===== config.mk =====
export PLATFORM = sky130hd
export DESIGN_NAME = debounce4_x1_flat
export DESIGN_NICKNAME = d
export VERILOG_FILES = /design/src/rtl/debounce4_pkg.sv /design/src/rtl/debounce4_x1_if.sv /design/src/rtl/debounce1_x1.sv /design/src/rtl/debounce4_x1.sv /design/src/flat_wrapper.sv
export SDC_FILE = /design/constraint.sdc
export NUM_CORES = 1
export LEC_CHECK = 0
export ABC_AREA = 1
export CAP_MARGIN = 40
export CORE_ASPECT_RATIO = 1.4
export CORE_MARGIN = 3
export CORE_UTILIZATION = 50
export DETAILED_ROUTE_END_ITERATION = 8
export GPL_TIMING_DRIVEN = 0
export PLACE_DENSITY = 0.72
export SLEW_MARGIN = 40
export SYNTH_ARGS = -nofsm -noshare
export SYNTH_HDL_FRONTEND = slang
export SYNTH_SLANG_ARGS = --single-unit

===== constraint.sdc =====
create_clock -name clk -period 1.1 [get_ports clk]
set_input_delay 0.22 -clock clk [delete_from_list [all_inputs] [get_ports clk]]
set_output_delay 0.22 -clock clk [all_outputs]
set_load 0.02 [all_outputs]

===== src/rtl/debounce4_pkg.sv =====
// -----------------------------------------------------------------------------
// debounce4_pkg
// Shared constants and helpers for the four-channel debouncer.
//   STABLE_DEFAULT : default number of stable cycles before an output follows
//   STABLE_MIN/MAX : legal range of the STABLE parameter
//   cnt_w()        : width of the per-channel stability counter
// -----------------------------------------------------------------------------
package debounce4_pkg;

    localparam int STABLE_DEFAULT = 8;
    localparam int STABLE_MIN     = 1;
    localparam int STABLE_MAX     = 255;

    // Counter must hold 0..STABLE-1; sizing for STABLE+1 keeps STABLE=1 at one bit.
    function automatic int cnt_w(input int stable);
        return $clog2(stable + 1);
    endfunction

endpackage : debounce4_pkg


===== src/rtl/debounce4_x1_if.sv =====
// -----------------------------------------------------------------------------
// debounce4_x1_if
// Signal bundle between the raw-input side and the debouncer.
//   i0..i3 : asynchronous raw inputs (driven by master)
//   q0..q3 : debounced levels         (driven by slave)
//   q      : AND of q0..q3            (driven by slave)
//   rise   : one-cycle rising flag of q (driven by slave)
// -----------------------------------------------------------------------------
interface debounce4_x1_if;

    logic i0;
    logic i1;
    logic i2;
    logic i3;
    logic q0;
    logic q1;
    logic q2;
    logic q3;
    logic q;
    logic rise;

    modport master (
        output i0, i1, i2, i3,
        input  q0, q1, q2, q3, q, rise
    );

    modport slave (
        input  i0, i1, i2, i3,
        output q0, q1, q2, q3, q, rise
    );

endinterface : debounce4_x1_if


===== src/rtl/debounce1_x1.sv =====
// -----------------------------------------------------------------------------
// debounce1_x1
// One debounce channel: two-flop synchroniser, stability counter, output flop.
//   clk  : clock, rising edge
//   rst  : synchronous active-high reset
//   din  : asynchronous raw input
//   dout : debounced level, registered
// The output follows the synchronised input only after the two have differed
// on STABLE consecutive edges; any single agreeing cycle restarts the count.
// -----------------------------------------------------------------------------
module debounce1_x1
    import debounce4_pkg::*;
#(
    parameter int STABLE = STABLE_DEFAULT
) (
    input  logic clk,
    input  logic rst,
    input  logic din,
    output logic dout
);

    localparam int             CW      = cnt_w(STABLE);
    localparam logic [CW-1:0]  CNT_MAX = CW'(STABLE - 1);

    logic          s1_r;
    logic          s2_r;
    logic [CW-1:0] cnt_r;
    logic          q_r;

    // Synchroniser, stability counter and output flop for this channel.
    always_ff @(posedge clk) begin
        if (rst) begin
            s1_r  <= 1'b0;
            s2_r  <= 1'b0;
            cnt_r <= '0;
            q_r   <= 1'b0;
        end else begin
            s1_r <= din;
            s2_r <= s1_r;
            if (s2_r == q_r) begin
                cnt_r <= '0;
            end else if (cnt_r == CNT_MAX) begin
                // Counter is capped at CNT_MAX, so equality is the terminal test.
                q_r   <= s2_r;
                cnt_r <= '0;
            end else begin
                cnt_r <= cnt_r + {{(CW-1){1'b0}}, 1'b1};
            end
        end
    end

    assign dout = q_r;

endmodule : debounce1_x1


===== src/rtl/debounce4_x1.sv =====
// -----------------------------------------------------------------------------
// debounce4_x1
// Four independent debounce channels plus an "all asserted" level and its
// one-cycle rising-edge flag.
//   clk  : clock, rising edge
//   rst  : synchronous active-high reset
//   bus  : slave side of debounce4_x1_if (i0..i3 in; q0..q3, q, rise out)
// q is the AND of the channel flops; rise = q & ~q_d, where q_d is q delayed
// by one edge, so rise is high only in the first cycle q is 1.
// -----------------------------------------------------------------------------
module debounce4_x1
    import debounce4_pkg::*;
#(
    parameter int STABLE = STABLE_DEFAULT
) (
    input  logic               clk,
    input  logic               rst,
    debounce4_x1_if.slave      bus
);

    if (STABLE < STABLE_MIN || STABLE > STABLE_MAX) begin : g_bad_stable
        $error("debounce4_x1: STABLE=%0d outside legal range %0d..%0d",
               STABLE, STABLE_MIN, STABLE_MAX);
    end

    logic [3:0] lvl_s;
    logic       all_s;
    logic       q_d_r;

    debounce1_x1 #(.STABLE(STABLE)) u_ch0 (.clk(clk), .rst(rst), .din(bus.i0), .dout(lvl_s[0]));
    debounce1_x1 #(.STABLE(STABLE)) u_ch1 (.clk(clk), .rst(rst), .din(bus.i1), .dout(lvl_s[1]));
    debounce1_x1 #(.STABLE(STABLE)) u_ch2 (.clk(clk), .rst(rst), .din(bus.i2), .dout(lvl_s[2]));
    debounce1_x1 #(.STABLE(STABLE)) u_ch3 (.clk(clk), .rst(rst), .din(bus.i3), .dout(lvl_s[3]));

    assign all_s = &lvl_s;

    // Previous-cycle copy of the combined level for edge detection.
    always_ff @(posedge clk) begin
        if (rst) begin
            q_d_r <= 1'b0;
        end else begin
            q_d_r <= all_s;
        end
    end

    assign bus.q0   = lvl_s[0];
    assign bus.q1   = lvl_s[1];
    assign bus.q2   = lvl_s[2];
    assign bus.q3   = lvl_s[3];
    assign bus.q    = all_s;
    assign bus.rise = all_s & ~q_d_r;

endmodule : debounce4_x1


===== src/flat_wrapper.sv =====
// flat-port wrapper written by rule: the top's interface ports become plain ports
module debounce4_x1_flat import debounce4_pkg::*;
#(
    parameter int STABLE = STABLE_DEFAULT
)
  (clk, rst, bus_i0, bus_i1, bus_i2, bus_i3, bus_q0, bus_q1, bus_q2, bus_q3, bus_q, bus_rise);
  debounce4_x1_if bus_i ();
  input  logic clk;
  input  logic rst;
  input wire logic [$bits(bus_i.i0)-1:0] bus_i0;
  input wire logic [$bits(bus_i.i1)-1:0] bus_i1;
  input wire logic [$bits(bus_i.i2)-1:0] bus_i2;
  input wire logic [$bits(bus_i.i3)-1:0] bus_i3;
  output wire logic [$bits(bus_i.q0)-1:0] bus_q0;
  output wire logic [$bits(bus_i.q1)-1:0] bus_q1;
  output wire logic [$bits(bus_i.q2)-1:0] bus_q2;
  output wire logic [$bits(bus_i.q3)-1:0] bus_q3;
  output wire logic [$bits(bus_i.q)-1:0] bus_q;
  output wire logic [$bits(bus_i.rise)-1:0] bus_rise;
  assign bus_i.i0 = bus_i0;
  assign bus_i.i1 = bus_i1;
  assign bus_i.i2 = bus_i2;
  assign bus_i.i3 = bus_i3;
  assign bus_q0 = bus_i.q0;
  assign bus_q1 = bus_i.q1;
  assign bus_q2 = bus_i.q2;
  assign bus_q3 = bus_i.q3;
  assign bus_q = bus_i.q;
  assign bus_rise = bus_i.rise;
  debounce4_x1 #(.STABLE(STABLE)) u_core (.clk(clk), .rst(rst), .bus(bus_i));
endmodule

==> qor.csv <==
metric,value,unit
status,"finished, violations left",
violations,negative setup slack,
path_buf_inv,1,
final_max_slew_viol_count,0,
hold_depth,2,
antenna_cells,0,
tightest_slew,0.226,ns
max_stage_delay,0.37,ns
cap_violations,0,
fin_ws,-0.244,ns
wl,1.88,mm
p_leak,0.591,nW
die_area,0.00288,sq mm
syn_nets,145,
clock.fmax,744,MHz
cts_tree,yes,
synthCells,135,
p_switching,0.370,mW
timing.slew.headroom,0.849,
max-clock-path-buffers,2,
drtPass1Iterations,4,
synth_simple_gate_area_frac,0.311,
r2r-start,u_core.u_ch2.cnt_r[0],
setup_viol,2,
met1_length,767,um
highest_layer,met4,
core-area,0.00204,sq mm
r2r_end,u_core.u_ch2.dout,
nets,163,
yosysSeqAreaShare,0.513,
min_from,u_core.u_ch0.s1_r,
min_period,1.34,ns
cp_max_fo,5,
grt_max_degree,11,
final_common_cell,nor2_1,
min_to,u_core.u_ch0.s2_r,
port_buffers,11,
initial_core_util,0.553,
skew,0.00425,ns
synth_xor_area_frac,0.0310,
vias,865,
worst_ep_required_time,0.88,ns
drt_iter0_drc,16,
combPwrFrac,0.038,
power.density,1310,mW/mm^2
chipHeight,62.3,um
netlist_area,0.00113,sq mm
postCtsSetupBuffers,0,
grtUsageTotal,0.156,
wire_per_inst,10.7,um
crit_chain,nand4_1 > nor2_2 > buf_6,
ys_ff_latch,29,
numCtsBuffers,5,
swShare,0.215,
final_cells,175,
synth-adder-area-share,0.0442,
gr-total-overflow,0,
clkTransAtPathRegs,0.08,ns
tns,-0.447,ns
first_global_vias,877,
route.met2.wl,953,um
cp.arrival,1.12,ns
totalPowerFinal,1.72,mW
hpwl,1.41,mm
synth_compound_area_frac,0.0177,
min_path_type,flip-flop to flip-flop,
drive_above_1_share,0.195,
yosysWarnings,0,
placed_cells,167,
synth_top_family_by_area,simple AND/OR/NAND/NOR gates,
cts_sinks,29,
gp_congestion,0.755,
syn_to_final_growth,15.9,%
hold_viol,0,
viasPerCell,4.94,
drtAntennaViolNets,0,
regArea,588,sq um
p_clk_frac,0.338,
antenna_found_initial,0,
synthMuxAreaShare,0,
multiInputGateArea,462,sq um
num_rows,19,
fillers,202,
cp_top_family,flip-flops,
final_cell_mix,"nor2_1 (29), dfxtp_1 (25), inv_1 (21)",
clk_latency,0.31,ns
r2r_slack,0.07,ns
p_int,1.35,mW
ir_worst_vdd,974,uV
remaining_drc_errors,0,
io_pins,12,
clock-root-buffer,clkbuf_4,
grt_pass1_wl,3.30,mm
seqPwrFrac,0.624,
post-place-ws,-0.426,ns
critPathKind,flip-flop to primary output,
fin_util,0.641,
routed-wl-met3,99,um
startpoint_type,flip-flop,
reg2reg_depth,4,
period_share,1.22,
syn_avg_cell_area,8.38,sq um
crit_path_end_kind,primary output,
rsz0062_at_grt,true,
cts.htree.levels,2,
cpMaxStageDelayCell,dfxtp_4,
die_w,46.2,um
synthDistinctLibCells,15,
worst max path at each step:
stage,startpoint,endpoint,slack [ns],depth (start not counted)
2_1_floorplan,u_core.u_ch0.dout,bus_rise,-0.006,2
3_3_place_gp,u_core.u_ch1.dout,bus_rise,-0.41,3
3_5_place_dp,u_core.u_ch1.dout,bus_rise,-0.43,3
4_1_cts,u_core.u_ch1.dout,bus_rise,-0.26,3
5_1_grt,u_core.u_ch2.dout,bus_rise,-0.31,3
6_report,u_core.u_ch3.dout,bus_rise,-0.24,3
flip-flops by register name, summed over array words and instances (netlist names):
register            flops
u_core.u_ch2.s1_r       1
u_core.u_ch1.cnt_r      4
u_core.u_ch2.dout       1
u_core.u_ch2.cnt_r      4
u_core.q_d_r            1
u_core.u_ch0.dout       1
u_core.u_ch0.cnt_r      4
u_core.u_ch1.dout       1
u_core.u_ch0.s1_r       1
u_core.u_ch3.s1_r       1
u_core.u_ch0.s2_r       1
u_core.u_ch3.dout       1
u_core.u_ch1.s2_r       1
u_core.u_ch3.cnt_r      4
u_core.u_ch3.s2_r       1
u_core.u_ch2.s2_r       1
u_core.u_ch1.s1_r       1
per-stage QoR:
stage	instance area, sq um	hold slack, ns
after floorplan	1130	0.327
after global placement	1270	0.392
after detailed placement	1270	0.400
after CTS	1310	0.415
after global routing	1310	0.426
final	1310	0.413
layout make-up:
class                      instances  share of cell area
inverter                          22              0.0630
clock buffer                       8              0.0372
timing repair buffer              11              0.0706
multi-input combinational         83               0.352
sequential                        29               0.448
tap                               21              0.0200
buffer                             1             0.00859
layer usage:
metal / global-route usage / vias to the layer above
met3: 0.0462 / 8
li1: - / 451
met4: 0.107 / 0
met5: 0 / -
met2: 0.252 / 19
met1: 0.161 / 387
worst min-delay path, delay by kind of cell (launching register included):
kind                   cells  cell delay, ns
buffers and inverters      1            0.04
flip-flops                 1            0.30
AND/OR/NAND/NOR            1            0.03
cells by family after synthesis:
group | Yosys count
and+or+nand+nor | 71
DFF | 29
buffers and inverters | 23
AOI/OAI and AO/OA | 4
xor gates and xnor gates | 4
adders and majority gates | 4
Yosys cell counts, drive strengths merged:
library cell   n  area, sq um
a21oi          4         20.0
buf            1         11.3
dfxtp         29          581
ha             4         50.1
inv           22         82.6
nand2         16         60.1
nand3         12          100
nand4          5         31.3
nor2          34          135
or2            4         25.0
xnor2          4         35.0
what timing repair did:
| action | 4_1_cts | 5_1_grt |
|---|---|---|
| resized for setup | 29 | 5 |
| endpoints found under the setup margin | 6 | 7 |
| pin swaps | 1 | 1 |
| hold buffers | 0 | 0 |
| cloned | 0 | 0 |
power by group through the flow:
stage	Combinational, mW	Sequential, mW	Clock (mW)
finish	0.0652	1.07	0.582
global placement	0.0632	1.10	0
global route	0.0760	1.08	0.653
CTS	0.0667	1.08	0.605
detailed placement	0.0664	1.10	0
floorplan	0.0383	1.10	0
(Power assumes the default switching activity.)
